## src/rtl/calc_pkg.sv

```systemverilog
// Shared types for the calculator: sequencer states, ALU opcodes and the
// display-prompt phase codes that collapse entry/release state pairs.
package calc_pkg;

    typedef enum logic [3:0] {
        ST_OP1     = 4'd0,
        ST_OP1_REL = 4'd1,
        ST_OP2     = 4'd2,
        ST_OP2_REL = 4'd3,
        ST_OPC     = 4'd4,
        ST_OPC_REL = 4'd5,
        ST_START   = 4'd6,
        ST_WAIT    = 4'd7,
        ST_SHOW    = 4'd8,
        ST_ERR     = 4'd9,
        ST_CLR_REL = 4'd10
    } state_t;

    typedef enum logic [1:0] {
        OP_ADD = 2'b00,
        OP_SUB = 2'b01,
        OP_MUL = 2'b10,
        OP_DIV = 2'b11
    } opcode_t;

    localparam logic [2:0] PH_OP1  = 3'd0;
    localparam logic [2:0] PH_OP2  = 3'd1;
    localparam logic [2:0] PH_OPC  = 3'd2;
    localparam logic [2:0] PH_ALU  = 3'd3;
    localparam logic [2:0] PH_SHOW = 3'd4;
    localparam logic [2:0] PH_ERR  = 3'd5;
    localparam logic [2:0] PH_CLR  = 3'd6;

    function automatic logic [2:0] phase_of(input state_t s);
        case (s)
            ST_OP1, ST_OP1_REL: phase_of = PH_OP1;
            ST_OP2, ST_OP2_REL: phase_of = PH_OP2;
            ST_OPC, ST_OPC_REL: phase_of = PH_OPC;
            ST_START, ST_WAIT:  phase_of = PH_ALU;
            ST_SHOW:            phase_of = PH_SHOW;
            ST_ERR:             phase_of = PH_ERR;
            ST_CLR_REL:         phase_of = PH_CLR;
            default:            phase_of = PH_OP1;
        endcase
    endfunction

endpackage

```

## src/rtl/calc_sequencer.sv

```systemverilog
// Calculator controller: collects operand1/operand2/opcode on confirm presses,
// launches the ALU, and holds result or error until the next press.
module calc_sequencer
    import calc_pkg::*;
#(
    parameter int DATA_W      = 4,
    parameter int RES_W       = 8,
    parameter int ALU_TIMEOUT = 255
) (
    input  logic              clk,
    input  logic              reset_n,
    input  logic [DATA_W-1:0] sw,
    input  logic              confirm,
    input  logic              alu_done,
    input  logic [RES_W-1:0]  alu_result,
    input  logic              alu_err,
    output logic [DATA_W-1:0] operand1,
    output logic [DATA_W-1:0] operand2,
    output logic [1:0]        opcode,
    output logic              alu_start,
    output logic [RES_W-1:0]  result,
    output logic              result_valid,
    output logic              error,
    output logic [2:0]        phase
);

    localparam int CNT_W = $clog2(ALU_TIMEOUT + 1);
    localparam logic [CNT_W-1:0] CNT_LAST = CNT_W'(ALU_TIMEOUT - 1);

    state_t            state_q, state_d;
    logic [DATA_W-1:0] operand1_q, operand1_d;
    logic [DATA_W-1:0] operand2_q, operand2_d;
    opcode_t           opcode_q, opcode_d;
    logic [RES_W-1:0]  result_q, result_d;
    logic [CNT_W-1:0]  cnt_q, cnt_d;
    logic              alu_start_q, alu_start_d;
    logic              result_valid_q, result_valid_d;
    logic              error_q, error_d;
    logic [2:0]        phase_q, phase_d;

    always_comb begin
        state_d    = state_q;
        operand1_d = operand1_q;
        operand2_d = operand2_q;
        opcode_d   = opcode_q;
        result_d   = result_q;
        cnt_d      = cnt_q;

        case (state_q)
            ST_OP1: if (confirm) begin
                operand1_d = sw;
                state_d    = ST_OP1_REL;
            end
            ST_OP1_REL: if (!confirm) state_d = ST_OP2;
            ST_OP2: if (confirm) begin
                operand2_d = sw;
                state_d    = ST_OP2_REL;
            end
            ST_OP2_REL: if (!confirm) state_d = ST_OPC;
            ST_OPC: if (confirm) begin
                opcode_d = opcode_t'(sw[1:0]);
                state_d  = ST_OPC_REL;
            end
            ST_OPC_REL: if (!confirm) state_d = ST_START;
            ST_START: begin
                cnt_d   = '0;
                state_d = ST_WAIT;
            end
            ST_WAIT: begin
                cnt_d = cnt_q + CNT_W'(1);
                // A completing ALU wins over a coincident timeout.
                if (alu_done) begin
                    result_d = alu_err ? '0 : alu_result;
                    state_d  = alu_err ? ST_ERR : ST_SHOW;
                end else if (cnt_q == CNT_LAST) begin
                    state_d = ST_ERR;
                end
            end
            ST_SHOW, ST_ERR: if (confirm) state_d = ST_CLR_REL;
            ST_CLR_REL: if (!confirm) state_d = ST_OP1;
            default: state_d = ST_OP1;
        endcase

        // Every way back into OP1 starts a fresh calculation.
        if (state_d == ST_OP1 && state_q != ST_OP1) begin
            operand1_d = '0;
            operand2_d = '0;
            opcode_d   = OP_ADD;
            result_d   = '0;
        end

        alu_start_d    = (state_q == ST_START);
        result_valid_d = (state_d == ST_SHOW);
        error_d        = (state_d == ST_ERR);
        phase_d        = phase_of(state_d);
    end

    always_ff @(posedge clk or negedge reset_n) begin
        if (!reset_n) begin
            state_q        <= ST_OP1;
            operand1_q     <= '0;
            operand2_q     <= '0;
            opcode_q       <= OP_ADD;
            result_q       <= '0;
            cnt_q          <= '0;
            alu_start_q    <= 1'b0;
            result_valid_q <= 1'b0;
            error_q        <= 1'b0;
            phase_q        <= PH_OP1;
        end else begin
            state_q        <= state_d;
            operand1_q     <= operand1_d;
            operand2_q     <= operand2_d;
            opcode_q       <= opcode_d;
            result_q       <= result_d;
            cnt_q          <= cnt_d;
            alu_start_q    <= alu_start_d;
            result_valid_q <= result_valid_d;
            error_q        <= error_d;
            phase_q        <= phase_d;
        end
    end

    assign operand1     = operand1_q;
    assign operand2     = operand2_q;
    assign opcode       = opcode_q;
    assign alu_start    = alu_start_q;
    assign result       = result_q;
    assign result_valid = result_valid_q;
    assign error        = error_q;
    assign phase        = phase_q;

endmodule

```

## config.mk

```make
export PLATFORM = sky130hd
export DESIGN_NAME = calc_sequencer
export DESIGN_NICKNAME = d
export VERILOG_FILES = /design/src/rtl/calc_pkg.sv /design/src/rtl/calc_sequencer.sv
export SDC_FILE = /design/constraint.sdc
export NUM_CORES = 1
export LEC_CHECK = 0
export ABC_AREA = 1
export CORE_MARGIN = 2
export CORE_UTILIZATION = 40
export DETAILED_ROUTE_END_ITERATION = 6
export DONT_BUFFER_PORTS = 1
export HOLD_SLACK_MARGIN = 0.06
export PLACE_DENSITY = 0.55
export SLEW_MARGIN = 20
export SYNTH_ARGS = -nofsm -noshare
export SYNTH_HDL_FRONTEND = slang
export SYNTH_SLANG_ARGS = --single-unit
```

## constraint.sdc

```tcl
create_clock -name clk -period 4.5 [get_ports clk]
set_clock_uncertainty 0.15 [all_clocks]
set_input_delay 0.9 -clock clk [delete_from_list [all_inputs] [get_ports clk]]
set_output_delay 0.9 -clock clk [all_outputs]
set_load 0.02 [all_outputs]
```

==> results of run 1 <==
[power groups by stage]
stage	Sequential (W)	Combinational, W	Clock [W]
finish	0.000578	0.000418	0.000246
global route	0.000590	0.000476	0.000267
CTS	0.000580	0.000424	0.000256
detailed placement	0.000585	0.000422	0
global placement	0.000586	0.000411	0
floorplan	0.000563	0.000378	0
[sequential cells by signal (all words and copies together) (netlist names), 2 cells and up]
signal and count:
cnt_q 8, result 8, operand1 4, operand2 4
state_q 4, phase 3, opcode 2
[layout make-up]
type	instances	area, µm²	area share, %
Sequential cell	36	901	46.1
Tap cell	52	65.1	3.33
Inverter	24	90.1	4.61
Multi-Input combinational cell	145	801	41.0
Clock buffer	7	96.3	4.93
[synthesized netlist by cell type (2+ instances only)]
| cell | number |
|---|---|
| a21oi_2 | 2 |
| a22oi_1 | 8 |
| buf_6 | 2 |
| nor2_2 | 3 |
| nor2_8 | 2 |
| a21oi_1 | 4 |
| nand3_1 | 35 |
| inv_1 | 18 |
| o21ai_0 | 6 |
| nand2_4 | 3 |
| dfrtp_1 | 36 |
| nor2_4 | 3 |
| o31ai_1 | 2 |
| ha_1 | 2 |
| nand2_1 | 47 |
| nor2_1 | 14 |
| inv_2 | 5 |
| nand2_2 | 2 |
| nor3_1 | 5 |
[layer usage]
metal  routed length, µm  track usage (%)  vias up
met3                 311             6.33        6
met4                  56             5.66        0
met1                1690             20.3      693
met2                1820             25.1       47
li1                    -                -      696
met5                   0                0        -
[worst paths after layout]
check | to | slack, ns | cells after the start
worst max-delay path | operand2[1]$_DFFE_PN0P_ | 2.45 | 9
worst min-delay path | opcode[1]$_DFFE_PN0P_ | 0.15 | 0
worst max register to register | operand2[1]$_DFFE_PN0P_ | 2.45 | 9
worst min register to register | cnt_q[5]$_DFFE_PN0P_ | 0.39 | 2
max in group asynchronous | cnt_q[6]$_DFFE_PN0P_ | 3.96 | 0
min in group clk | cnt_q[5]$_DFFE_PN0P_ | 0.39 | 2
[critical path: cells and delay by family (launching register included)]
| family | cells | cell delay, ns |
|---|---|---|
| and+or+nand+nor | 8 | 1.17 |
| DFF | 1 | 0.48 |
| buffers and inverters | 1 | 0.11 |
[logic make-up after synthesis]
group / after synthesis / synth area share [%]
AOI/OAI and AO/OA: 25 / 9.08
DFF: 36 / 49.5
buffers and inverters: 27 / 6.46
adders and majority gates: 2 / 1.38
and+or+nand+nor: 118 / 33.6
[through the flow]
stage	total power [W]	area [µm²]	std cells	setup WS [ns]
after CTS	0.00126	1950	264	2.43
after global placement	0.000998	1860	257	2.28
after floorplan	0.000941	1820	208	2.41
final	0.00124	1950	264	2.45
after detailed placement	0.00101	1860	257	2.25
after global routing	0.00133	1950	264	2.25
==> summary.txt, run 1 <==
Initial Utilization: 41.8%
Fmax achieved: 487 MHz
Sw Ratio: 44.4%
Post-cts sizing count: 0
Final wirelength: 3870 µm
Cell variety after synth: 28
Antenna violation net count after detailed routing: 0
Vias in the first global route: 1396
Synth top area share: 49.5%
# rows: 24
Slew Limit Fails: 0
TritonCTS Buffers: 5
Synth Flop Type: dfrtp_1
Detailed Place HPWL: 2900 µm
Fin Setup TNS: 0 ns
IO Pins: 41
Port buffer count: 0
Share of cells above drive strength 1: 14.2%
CTS tree: yes
Sw Pwr: 0.000551 W
Post-CTS Setup Inserts: 0
Reg clk slew, reported paths: 0.07 ns
Cell taking the most area after synthesis: dfrtp_1
Gpl congestion: 0.860
DR WL/cell: 14.7 µm
Worst Path Arrival: 2.08 ns
H-tree depth: 2
Pleak: 0.952 nW
Number of max-cap violations: 0
RSZ-0062 raised after global routing: false
#FFs+latches synth: 36
Cell area power density: 636 nW/µm²
Post-synth net total: 227
Status: completed
Comb power frac: 33.7%
Commonest non-fill, non-tap cells in the layout: nand2_1 (47), dfrtp_1 (36), nand3_1 (35)
Clock Path Buffers: 2
Fillers: 421
Total track usage: 16.0%
Share of the yosys chip area belonging to registers: 49.5%
Util after Layout: 44.9%
Post-synth EDFFs: 0
Setup Crit Path Kind: reg2reg
Hold crit path type: in2async
Clock Power Share: 19.8%
Slew margin rel.: 70.1%
Initial antenna violation count: 0
Die height: 71.4 µm
Peak supply drop: 279 µV
Final net count: 231
Slew @ Worst Pin: 0.448 ns
Diodes inserted: 0
Core Area: 4350 µm²
DR DRC count: 0
Root buf cell: clkbuf_8
Worst setup path startpoint: state_q[3]$_DFF_PN0_
WP data required: 4.53 ns
Worst Path Max Fanout: 20
Overflow after GRT: 0
Seq pwr share: 46.5%
CP Capture Type: flip-flop
Most common cell after layout, fill and taps aside: nand2_1
Pint: 0.000691 W
Top cells by area, synth: dfrtp_1 (50%), nand2_1 (9.7%), nand3_1 (9.6%), inv_1 (3.7%), a22oi_1 (3.3%)
Total clock sinks: 36
Min Tclk post-route: 2.05 ns
DIE AREA: 5100 µm²
First-pass DRT Iterations: 4
Fin crit share: 45.6%
First-pass GRT wire length: 6490 µm
Final setup viols: 0
DR vias: 1442
Via/cell ratio: 5.46
Hold_ws: 0.151 ns
RR Startpoint: state_q[3]$_DFF_PN0_
Chip Width: 71.4 µm
Post-Syn Area: 1820 µm²
Startpoint types: flip-flop
DR iter-0 viols: 91
Mapped Avg Cell Area: 8.75 µm²
Synth-to-Final Area Change: 7.36%
Slowest-stage cell, CP: dfrtp_1
Cells after Synth: 208
Critical path cell sequence: inv_2, nand2_4, nor2_4, nand2_1, nand3_4, nor2_8, nand2_4, nand3_1, nand2_1
Worst-Skew Late Latency: 0.29 ns
Number of hold buffers added after cts: 0
Yosys warns: 0
Largest net degree at the start of global routing: 37
Final hold violation count: 0
Max stage delay on crit path: 0.48 ns
Async set-or-reset flop fraction in the synthesized netlist: 100%
Note: power is estimated with default switching activity, not from simulation.
==> inputs of run 2 (changes only) <==
PLACE_DENSITY = 0.57   (was 0.55)
clock period = 1.7 ns   (was 4.5 ns; I/O delays follow)
==> summary.txt, run 2 (synthesized netlist as in run 1, its figures left out) <==
Final net count: 274 (was 231)
DR vias: 1576 (was 1442)
Post-route setup slack: -0.0747 ns (was 2.45 ns)
First-pass DRT Iterations: 4 (unchanged)
TritonCTS Buffers: 5 (unchanged)
Startpoint types: flip-flop (unchanged)
Synth-to-Final Area Change: 37.5% (was 7.36%)
DIE AREA: 5100 µm² (unchanged)
DR iter-0 viols: 59 (was 91)
Max stage delay on crit path: 0.39 ns (was 0.48 ns)
Sw Pwr: 0.00188 W (was 0.000551 W)
CTS tree: yes (unchanged)
Gpl congestion: 0.817 (was 0.860)
Fin crit share: 104% (was 45.6%)
Reg clk slew, reported paths: 0.08 ns (was 0.07 ns)
Sw Ratio: 43.9% (was 44.4%)
Share of cells above drive strength 1: 34.4% (was 14.2%)
Seq pwr share: 35.6% (was 46.5%)
Via/cell ratio: 5.12 (was 5.46)
Detailed Place HPWL: 2940 µm (was 2900 µm)
Fmax achieved: 563 MHz (was 487 MHz)
Hold_ws: 0.0684 ns (was 0.151 ns)
CP top delay family: simple AND/OR/NAND/NOR gates (unchanged)
Initial antenna violation count: 0 (unchanged)
Diodes inserted: 0 (unchanged)
Fillers: 364 (was 421)
Die height: 71.4 µm (unchanged)
Failing checks: setup timing
Initial Utilization: 41.8% (unchanged)
Final wirelength: 4430 µm (was 3870 µm)
Status: finished, violations left (was completed)
First-pass GRT wire length: 7130 µm (was 6490 µm)
Comb power frac: 46.5% (was 33.7%)
Number of max-cap violations: 0 (unchanged)
IO Pins: 41 (unchanged)
Overflow after GRT: 0 (unchanged)
Antenna violation net count after detailed routing: 0 (unchanged)
Total track usage: 18.2% (was 16.0%)
Final hold violation count: 0 (unchanged)
Cell area power density: 1710 nW/µm² (was 636 nW/µm²)
Root buf cell: clkbuf_8 (unchanged)
Clock Power Share: 17.9% (was 19.8%)
Total clock sinks: 36 (unchanged)
Min Tclk post-route: 1.77 ns (was 2.05 ns)
Setup Crit Path Kind: reg2reg (unchanged)
Worst Path Max Fanout: 10 (was 20)
Util after Layout: 57.4% (was 44.9%)
Commonest non-fill, non-tap cells in the layout: nand2_1 (43), dfrtp_1 (33), nand3_1 (31) (was nand2_1 (47), dfrtp_1 (36), nand3_1 (35))
Pleak: 1.19 nW (was 0.952 nW)
Pre-CTS setup slack: -0.0899 ns (was 2.25 ns)
DR DRC count: 0 (unchanged)
CP Capture Type: flip-flop (unchanged)
Worst Path Arrival: 1.82 ns (was 2.08 ns)
Chip Width: 71.4 µm (unchanged)
Vias in the first global route: 1500 (was 1396)
Slew Limit Fails: 0 (unchanged)
DR WL/cell: 14.4 µm (was 14.7 µm)
WP data required: 1.74 ns (was 4.53 ns)
Final setup viols: 18 (was 0)
Total power: 0.00428 W (was 0.00124 W)
Clock Path Buffers: 2 (unchanged)
Hold crit path type: in2reg (was in2async)
Port buffer count: 0 (unchanged)
Placed cell area: 2080 µm² (was 1860 µm²)
Core Area: 4350 µm² (unchanged)
# rows: 24 (unchanged)
Slowest-stage cell, CP: dfrtp_1 (unchanged)
H-tree depth: 2 (unchanged)
Peak supply drop: 911 µV (was 279 µV)
Largest net degree at the start of global routing: 37 (unchanged)
Fin area: 2500 µm² (was 1950 µm²)
Pint: 0.00240 W (was 0.000691 W)
Most common cell after layout, fill and taps aside: nand2_1 (unchanged)
Slew @ Worst Pin: 0.329 ns (was 0.448 ns)
Critical path cell sequence: inv_2, ha_4, nand2_4, nor2_4, nand2_2, nand2_2, nand4_4, nor2_8, nand2_4, nand3_1, nand2_1 (was inv_2, nand2_4, nor2_4, nand2_1, nand3_4, nor2_8, nand2_4, nand3_1, nand2_1)
Slew margin rel.: 78.0% (was 70.1%)
Worst path bufs/invs: 1 (unchanged)
RSZ-0062 raised after global routing: true (was false)
Worst-Skew Late Latency: 0.30 ns (was 0.29 ns)
==> run 2: power groups by stage <==
| stage | sequential (W) | clock (W) | combinational, W |
|---|---|---|---|
| after CTS | 0.00152 | 0.000777 | 0.00168 |
| after detailed placement | 0.00153 | 0 | 0.00154 |
| final | 0.00152 | 0.000768 | 0.00199 |
| after global routing | 0.00155 | 0.000806 | 0.00217 |
| after floorplan | 0.00149 | 0 | 0.00100 |
| after global placement | 0.00153 | 0 | 0.00154 |
==> run 2: path summary, 6_finish.rpt <==
check / startpoint / end / slack, ns / cells after the start
min: alu_result[2] / result[2]$_DFFE_PN0P_ / 0.07 / 2
max: cnt_q[0]$_DFFE_PN0P_ / opcode[0]$_DFFE_PN0P_ / -0.07 / 11
min reg2reg: cnt_q[5]$_DFFE_PN0P_ / cnt_q[5]$_DFFE_PN0P_ / 0.38 / 2
max in group asynchronous: reset_n / state_q[1]$_DFF_PN0_ / 0.86 / 2
min in group asynchronous: reset_n / cnt_q[7]$_DFFE_PN0P_ / 0.35 / 2
max reg2reg: cnt_q[0]$_DFFE_PN0P_ / opcode[0]$_DFFE_PN0P_ / -0.07 / 11
==> run 2: layout make-up <==
| class | instances | area [µm²] | area share [%] |
|---|---|---|---|
| multi-input cells | 147 | 957 | 38.3 |
| flip-flops and latches | 36 | 905 | 36.2 |
| repair buffers | 41 | 373 | 14.9 |
| inverters | 24 | 90.1 | 3.60 |
| clock buffers | 5 | 68.8 | 2.75 |
| well taps | 52 | 65.1 | 2.60 |
| clock inverters | 3 | 42.5 | 1.70 |
==> run 2: per-layer routing <==
layer  part of all wire (%)  GRT usage [%]  wire length [µm]
met2                     46           27.1              2050
met1                     48           24.8              2110
met3                    4.3           5.49               189
met5                      0              0                 0
met4                    1.7           7.55                75
==> run 2: timing repair <==
action,in CTS,in global routing
pin swaps,2,4
hold endpoints to repair,52,3
hold buffers,11,1
setup buffers,0,2
gates cloned,0,2
setup endpoints to repair,18,23
resized for setup,8,24
==> run 2: worst register-to-register path, delay by kind of cell, from the launching register on <==
| family | cells | cell delay (ns) |
|---|---|---|
| buffers and inverters | 1 | 0.07 |
| flip-flops | 1 | 0.39 |
| adder cells (fa/ha/maj) | 1 | 0.14 |
| AND/OR/NAND/NOR | 9 | 0.92 |
==> run 2: stage by stage <==
stage	std cells	setup TNS, ns
6_report	308	-0.880
2_1_floorplan	208	-0.661
3_3_place_gp	284	-0.674
5_1_grt	308	-2.56
3_5_place_dp	284	-0.799
4_1_cts	303	-0.412
